==> src/rtl/logic_unit_defs.sv <==
// Shared definitions for the two-requester logic-unit arbiter:
// opcode encodings and FSM state encoding.
package logic_unit_defs;

  localparam logic [1:0] LU_OR   = 2'b00;
  localparam logic [1:0] LU_NOR  = 2'b01;
  localparam logic [1:0] LU_AND  = 2'b10;
  localparam logic [1:0] LU_NAND = 2'b11;

  typedef enum logic [1:0] {
    IDLE = 2'd0,
    EXEC = 2'd1,
    RESP = 2'd2
  } lu_state_t;

endpackage

==> src/rtl/logic_unit_core.sv <==
// Combinational bitwise logic unit: OR / NOR / AND / NAND on WIDTH bits.
module logic_unit_core
  import logic_unit_defs::*;
#(
  parameter int WIDTH = 4
) (
  input  logic [1:0]       op,
  input  logic [WIDTH-1:0] a,
  input  logic [WIDTH-1:0] b,
  output logic [WIDTH-1:0] y
);

  // Select the bitwise function; no carries between bit positions.
  always_comb begin
    y = '0;
    case (op)
      LU_OR:   y = a | b;
      LU_NOR:  y = ~(a | b);
      LU_AND:  y = a & b;
      LU_NAND: y = ~(a & b);
      default: y = '0;
    endcase
  end

endmodule

==> src/rtl/logic_unit_arbiter.sv <==
// Round-robin arbiter sharing one logic_unit_core between two requesters.
// IDLE grants and captures operands, EXEC registers the result, RESP holds
// it with done until the owner acks.
// Optional: define LU_TIMEOUT_EN to abort RESP after TIMEOUT unacked cycles
// and raise the sticky timeout_err output.
module logic_unit_arbiter
  import logic_unit_defs::*;
#(
  parameter int WIDTH   = 4,
  parameter int TIMEOUT = 15
) (
  input  logic             clk,
  input  logic             reset,
  input  logic             req0,
  input  logic [1:0]       op0,
  input  logic [WIDTH-1:0] a0,
  input  logic [WIDTH-1:0] b0,
  input  logic             ack0,
  input  logic             req1,
  input  logic [1:0]       op1,
  input  logic [WIDTH-1:0] a1,
  input  logic [WIDTH-1:0] b1,
  input  logic             ack1,
  output logic [1:0]       grant,
  output logic             busy,
  output logic             done0,
  output logic             done1,
  output logic [WIDTH-1:0] result
`ifdef LU_TIMEOUT_EN
  ,output logic            timeout_err
`endif
);

  lu_state_t        r_state, w_state_nxt;
  logic [1:0]       r_grant;
  logic             r_last;     // last requester served; 1 so req0 wins the first tie
  logic [1:0]       r_op;
  logic [WIDTH-1:0] r_a, r_b, r_result, w_y;
  logic             w_any_req, w_pick1, w_ack_vld, w_expire;

  assign w_any_req = req0 | req1;
  // On a tie the winner is whoever was not served last.
  assign w_pick1   = req1 & (~req0 | ~r_last);
  // Only the owner's ack counts, and only while the result is presented.
  assign w_ack_vld = (r_state == RESP) & ((r_grant[0] & ack0) | (r_grant[1] & ack1));

`ifdef LU_TIMEOUT_EN
  localparam int CW = $clog2(TIMEOUT + 1);
  logic [CW-1:0] r_cnt;
  logic          r_err;

  // Abort fires on the cycle the count would reach TIMEOUT; an ack wins.
  assign w_expire = (r_state == RESP) & ~w_ack_vld & (r_cnt == CW'(TIMEOUT - 1));

  // Count unacked RESP cycles; sticky error once an abort occurs.
  always_ff @(posedge clk) begin
    if (reset) begin
      r_cnt <= '0;
      r_err <= 1'b0;
    end else begin
      if (r_state == EXEC)
        r_cnt <= '0;
      else if (r_state == RESP && !w_ack_vld)
        r_cnt <= r_cnt + 1'b1;
      if (w_expire)
        r_err <= 1'b1;
    end
  end

  assign timeout_err = r_err;
`else
  assign w_expire = 1'b0;
`endif

  // State register.
  always_ff @(posedge clk) begin
    if (reset) r_state <= IDLE;
    else       r_state <= w_state_nxt;
  end

  // Next-state logic.
  always_comb begin
    w_state_nxt = r_state;
    case (r_state)
      IDLE:    if (w_any_req) w_state_nxt = EXEC;
      EXEC:    w_state_nxt = RESP;
      RESP:    if (w_ack_vld || w_expire) w_state_nxt = IDLE;
      default: w_state_nxt = IDLE;
    endcase
  end

  // Grant/capture in IDLE, compute in EXEC, release on ack or abort in RESP.
  always_ff @(posedge clk) begin
    if (reset) begin
      r_grant  <= 2'b00;
      r_last   <= 1'b1;
      r_op     <= 2'b00;
      r_a      <= '0;
      r_b      <= '0;
      r_result <= '0;
    end else begin
      case (r_state)
        IDLE: if (w_any_req) begin
          r_grant <= {w_pick1, ~w_pick1};
          r_op    <= w_pick1 ? op1 : op0;
          r_a     <= w_pick1 ? a1  : a0;
          r_b     <= w_pick1 ? b1  : b0;
        end
        EXEC: r_result <= w_y;
        RESP: if (w_ack_vld || w_expire) begin
          r_grant <= 2'b00;
          r_last  <= r_grant[1];
        end
        default: r_grant <= 2'b00;
      endcase
    end
  end

  logic_unit_core #(.WIDTH(WIDTH)) u_core (
    .op (r_op),
    .a  (r_a),
    .b  (r_b),
    .y  (w_y)
  );

  assign grant  = r_grant;
  assign busy   = (r_state != IDLE);
  assign done0  = (r_state == RESP) & r_grant[0];
  assign done1  = (r_state == RESP) & r_grant[1];
  assign result = r_result;

endmodule
==> config.mk <==
export PLATFORM = sky130hd
export DESIGN_NAME = logic_unit_arbiter
export DESIGN_NICKNAME = d
export VERILOG_FILES = /design/src/rtl/logic_unit_defs.sv /design/src/rtl/logic_unit_core.sv /design/src/rtl/logic_unit_arbiter.sv
export SDC_FILE = /design/constraint.sdc
export NUM_CORES = 1
export LEC_CHECK = 0
export ABC_AREA = 1
export CAP_MARGIN = 20
export CORE_ASPECT_RATIO = 1.75
export CORE_MARGIN = 2
export CORE_UTILIZATION = 26
export DETAILED_ROUTE_END_ITERATION = 16
export GPL_ROUTABILITY_DRIVEN = 0
export PLACE_DENSITY_LB_ADDON = 0.08
export SLEW_MARGIN = 30
export SYNTH_ARGS = -nofsm -noshare
export SYNTH_HDL_FRONTEND = slang
export SYNTH_SLANG_ARGS = --single-unit
==> constraint.sdc <==
create_clock -name clk -period 1.75 [get_ports clk]
set_input_delay 0.175 -clock clk [delete_from_list [all_inputs] [get_ports clk]]
set_output_delay 0.175 -clock clk [all_outputs]
set_load 0.01 [all_outputs]
# Word-level counts from Yosys, hierarchy flattened
# Cells that the tools add are included.
# classes
addsub	0
n_mul	0
div	0
n_lt_le_gt_ge	0
n_eq_ne	7
shifts	0
muxes	9
bitwise	17
n_reduce_logical	7
# ops
op	n
case mux 4 bit (4 select lines)	1
case mux 2 bit (3 select lines)	2
two-way mux 2 bit	4
two-way mux 4 bit	2
NOT 4 bit	2
AND 1 bit	6
== test 2 bit, second input constant	3
AND reduction 2 bit	3
AND 4 bit	1
== test 2 x 1 -> 1 bit, second input constant	2
logical NOT 2 bit	2
inequality test 2 bit, second input constant	2
NOT 1 bit	4
OR 4 bit	1
OR 1 bit	3
AND reduction 3 bit	1
nonzero test 2 bit	1
# word_totals
reg_bits	19
latch_bits	0
ramBits	0
mem_bits_ro	0
input_bits	26
output_inout_bits	9
wordCells	47
mem_count	0

# Logic depth before layout (Yosys ltp)
# depth
ltp_word	6
ltp_mapped	7
mapped_depth_nobuf	7

# Cells and area by module
# A second synthesis with hierarchy kept.
# unflattened
cells_unflattened	169
area_unflattened_um2	1038.5
# by_module_without_submodules
mod	n_inst	cells_each	area_each_um2	seq_area_each_um2
logic_unit_arbiter	1	128	879.6	380.4
logic_unit_core	1	41	158.9	0.0

# Worst setup path before layout
# No wires, ideal clock.
# synth_path
path_type	register to register
startpoint	register r_state[0]
endpoint	register r_op[0]
arrival_time_ns	0.967
t_required_ns	1.635
setup_slack_ns	0.669
path_stages_with_launch	8
cell_sequence	dfxtp_1 -> nor2_4 -> inv_2 -> nor2_8 -> buf_12 -> nand2_2 -> a21oi_2 -> nor2_1
# synth_between
elab_chain_cells	2
# synth_lines
item	line_no	text
from (decl)	logic_unit_arbiter.sv:34	lu_state_t r_state, w_state_nxt;
from (signal assigned)	logic_unit_arbiter.sv:78	else r_state <= w_state_nxt;
logical NOT 2 bit	logic_unit_arbiter.sv:102	case (r_state)
AND reduction 2 bit (no line)	-	
to (signal assigned)	logic_unit_arbiter.sv:105	r_op <= w_pick1 ? op1 : op0;
to (decl)	logic_unit_arbiter.sv:37	logic [1:0] r_op;
# No other way between the ends.
# A chain may end at the register's enable or synchronous reset.

# Worst setup path after layout
# layout_path
startpoint	register r_state[0]
endpoint	output port busy
# layout_between
elab_chain_cells	1
# layout_lines
item	line_no	text
nonzero test 2 bit	logic_unit_arbiter.sv:127	assign busy = (r_state != IDLE);
to (decl)	logic_unit_arbiter.sv:25	output logic busy,
# No other way between the ends.

==> tab_implementation.tex <==
\begin{tabular}{lr}
\hline
Metric & Value \\
\hline
\multicolumn{2}{l}{\textbf{Run status}} \\
\quad Run status & complete, no violations \\
\multicolumn{2}{l}{\textbf{Critical path}} \\
\quad Peak per-stage delay on the critical path & 0.55 ns \\
\quad Data arrival, critical path & 1.43 ns \\
\quad CP max FO & 4 \\
\quad Chain of cells forming the critical path & nor2\_4 > inv\_2 > clkdlybuf4s50\_1 \\
\quad Critical path launch point type & flip-flop \\
\quad Crit-path slowest cell & sky130\_fd\_sc\_hd\_\_clkdlybuf4s50\_1 \\
\quad Req. time, crit path & 1.57 ns \\
\quad CP Capture Type & output port \\
\quad Class of the most critical setup path & reg -> out \\
\quad Slack of the worst reg-to-reg path & 0.47 ns \\
\multicolumn{2}{l}{\textbf{Timing}} \\
\quad Total count of hold-check failures in the final report & 0 \\
\quad Worst-case headroom to the max-slew limit & 76.9\% \\
\quad Final setup slack of the worst path & 0.145 ns \\
\quad Unrepaired setup endpoints after global routing & no \\
\quad Fin Setup TNS & 0 ns \\
\quad Final critical-path required period & 1.60 ns \\
\quad Maximum clock rate & 623 MHz \\
\quad Slew Viols, Final & 0 \\
\quad Period utilisation layout & 91.7\% \\
\quad Worst-margin pin slew & 0.347 ns \\
\quad Number of setup violations in the final report & 0 \\
\quad Final clock skew & 0.00576 ns \\
\multicolumn{2}{l}{\textbf{GRT}} \\
\quad Vias in the first global route & 1066 \\
\quad Overflow after GRT & 0 \\
\quad First-pass GRT wire length & 4.33 mm \\
\quad Total GRT Usage & 11.9\% \\
\quad Antenna violations before repair & 0 \\
\quad Maximum number of pins on one net before global-route repair & 21 \\
\multicolumn{2}{l}{\textbf{Clock network}} \\
\quad Max H-tree Level & 1 \\
\quad Clock transition at the registers of the reported paths & 0.07 ns \\
\quad Cts hold-fix bufs & 0 \\
\quad Number of sinks on the clock net & 19 \\
\quad Worst-Skew Late Latency & 0.25 ns \\
\quad Clock tree buffer depth & 2 \\
\quad Clock buffers created by TritonCTS & 3 \\
\quad Clock tree from TritonCTS & done \\
\quad Post-CTS Resized & 0 \\
\quad Count of buffers added by post-CTS timing repair for setup & 0 \\
\quad CTS root buffer & sky130\_fd\_sc\_hd\_\_clkbuf\_8 \\
\multicolumn{2}{l}{\textbf{Yosys}} \\
\quad Distinct cells, synth & 21 \\
\quad Synthesized instance count & 157 \\
\quad Part of the Yosys area used for sequential elements & 34.8\% \\
\quad Number of warning messages in the yosys log & 0 \\
\quad Cell area after synthesis & 1090 um\^{}2 \\
\quad Share of flip-flops with an asynchronous set or reset & 0\% \\
\quad Avg Inst Size Synth & 6.97 um\^{}2 \\
\quad \#FFs+latches synth & 19 \\
\quad Number of enable-type register cells in the synthesized netlist & 0 \\
\quad Net count after synthesis & 183 \\
\quad Commonest register cell after synthesis & sky130\_fd\_sc\_hd\_\_dfxtp\_1 \\
\multicolumn{2}{l}{\textbf{Power and ir drop}} \\
\quad Peak supply drop & 0.345 mV \\
\quad Standby leakage power & 0.626 nW \\
\quad Total power consumption of the routed design & 1.25 mW \\
\quad Power per standard cell area & 825 nW/um\^{}2 \\
\multicolumn{2}{l}{\textbf{Job}} \\
\quad Max Cap Violations & 0 \\
\multicolumn{2}{l}{\textbf{Final layout}} \\
\quad Commonest cells after routing, fill and taps aside & 34 x sky130\_fd\_sc\_hd\_\_clkdlybuf4s50\_1, 28 x sky130\_fd\_sc\_hd\_\_nand2\_1, 23 x sky130\_fd\_sc\_hd\_\_nor2\_1, 19 x sky130\_fd\_sc\_hd\_\_dfxtp\_1, 17 x sky130\_fd\_sc\_hd\_\_nand3\_1 \\
\quad Fraction of final layout cells sized beyond drive strength 1 & 16.7\% \\
\quad Number of nets in the final layout & 219 \\
\quad Final cell count without fillers & 241 \\
\quad Leading cell type in the layout, fill and taps excluded & sky130\_fd\_sc\_hd\_\_clkdlybuf4s50\_1 \\
\quad Area growth from synthesis to layout & 38.6\% \\
\quad Core occupancy in the finished layout & 37.2\% \\
\quad Number of fill cells in the layout & 468 \\
\quad Number of antenna repair diodes & 0 \\
\multicolumn{2}{l}{\textbf{Floorplan}} \\
\quad Width of the die & 53.0 um \\
\quad Starting density of the core & 26.9\% \\
\quad Total number of placement rows & 31 \\
\quad Full die area & 4760 um\^{}2 \\
\quad \# IOs & 35 \\
\quad Y dimension of the die & 89.8 um \\
\quad Placeable Area & 4070 um\^{}2 \\
\multicolumn{2}{l}{\textbf{Detailed routing}} \\
\quad Total length of routed wires & 2.53 mm \\
\quad Post-DR wirelength/cell & 10.5 um \\
\quad Number of remaining DRC errors & 0 \\
\quad Remaining antenna violation count after routing & 0 \\
\quad Count of vias placed by the detailed router & 1072 \\
\quad Number of iterations in the first detailed-routing pass & 4 \\
\quad Number of DRC markers after the initial detailed-route iteration & 27 \\
\quad Number of vias per cell & 4.45 \\
\multicolumn{2}{l}{\textbf{Placement}} \\
\quad Input/output buffers & 34 \\
\quad Place WS & 0.210 ns \\
\quad Detailed-placement wirelength estimate & 2.09 mm \\
\quad Post-Place Cells & 237 \\
\multicolumn{2}{l}{\textbf{Hold path}} \\
\quad Worst min-delay path class & reg -> reg \\
\hline
\end{tabular}
==> per-layer routing <==
layer / share of wire (%) / track usage [%] / up-vias
met4: 1.2 / 5.77 / 0
met3: 6.2 / 2.33 / 2
met2: 54 / 21.8 / 33
met5: 0 / 0 / -
met1: 38 / 12.0 / 456
li1: - / - / 581
==> synthesized netlist by cell type (2+ instances only) <==
| cell | n | area share, % |
|---|---|---|
| sky130_fd_sc_hd__nor2_1 | 23 | 7.9 |
| sky130_fd_sc_hd__inv_2 | 2 | 0.69 |
| sky130_fd_sc_hd__dfxtp_1 | 19 | 35 |
| sky130_fd_sc_hd__buf_2 | 4 | 1.8 |
| sky130_fd_sc_hd__a21oi_2 | 10 | 8.0 |
| sky130_fd_sc_hd__o21ai_1 | 10 | 4.6 |
| sky130_fd_sc_hd__a21oi_1 | 3 | 1.4 |
| sky130_fd_sc_hd__nand2_2 | 10 | 5.7 |
| sky130_fd_sc_hd__inv_1 | 13 | 4.5 |
| sky130_fd_sc_hd__nand3_1 | 17 | 7.8 |
| sky130_fd_sc_hd__o211ai_1 | 4 | 2.7 |
| sky130_fd_sc_hd__nand2_1 | 28 | 9.6 |
| sky130_fd_sc_hd__o21ai_0 | 5 | 2.3 |
| sky130_fd_sc_hd__nand4_1 | 2 | 1.1 |
==> critical path, delay by kind of cell, from the launching register on <==
family | cells | cell delay (ns)
DFF | 1 | 0.43
buffers and inverters | 2 | 0.67
and+or+nand+nor | 1 | 0.08
==> cell type report <==
class	instances	area (um^2)	share of cell area, %
sequential	19	380	25.1
tap	49	61.3	4.05
timing repair buffer	38	370	24.4
inverter	15	56.3	3.72
clock buffer	4	45.0	2.97
multi-input combinational	116	602	39.7
==> cells by family after synthesis <==
logic type,share of synthesized area (%)
compound gates,19.0
buf+inv,10.2
flops,34.8
simple gates,36.0
==> final timing paths <==
| path | startpoint | to | depth (start not counted) |
|---|---|---|---|
| min reg2reg | r_last | r_last | 2 |
| max | r_state[0] | busy | 3 |
| min | r_last | r_last | 2 |
| max reg2reg | r_state[0] | r_b[0] | 6 |
==> power breakdown <==
group          internal [mW]  leakage (nW)  switching (mW)
sequential             0.488         0.157          0.0508
clock                  0.162        0.0228           0.141
combinational          0.201         0.446           0.207
total                  0.851         0.626           0.398
==> registers in the layout (all words and copies together) (netlist names) <==
signal,count
r_state,2
grant,2
r_b,4
r_a,4
r_last,1
result,4
r_op,2
==> metrics by stage <==
step / area [um^2] / hold slack [ns]
finish: 1520 / 0.476
global route: 1520 / 0.529
CTS: 1520 / 0.487
detailed placement: 1470 / 0.468
global placement: 1470 / 0.468
floorplan: 1090 / 0.299
Power figures use the tool's default switching activity.
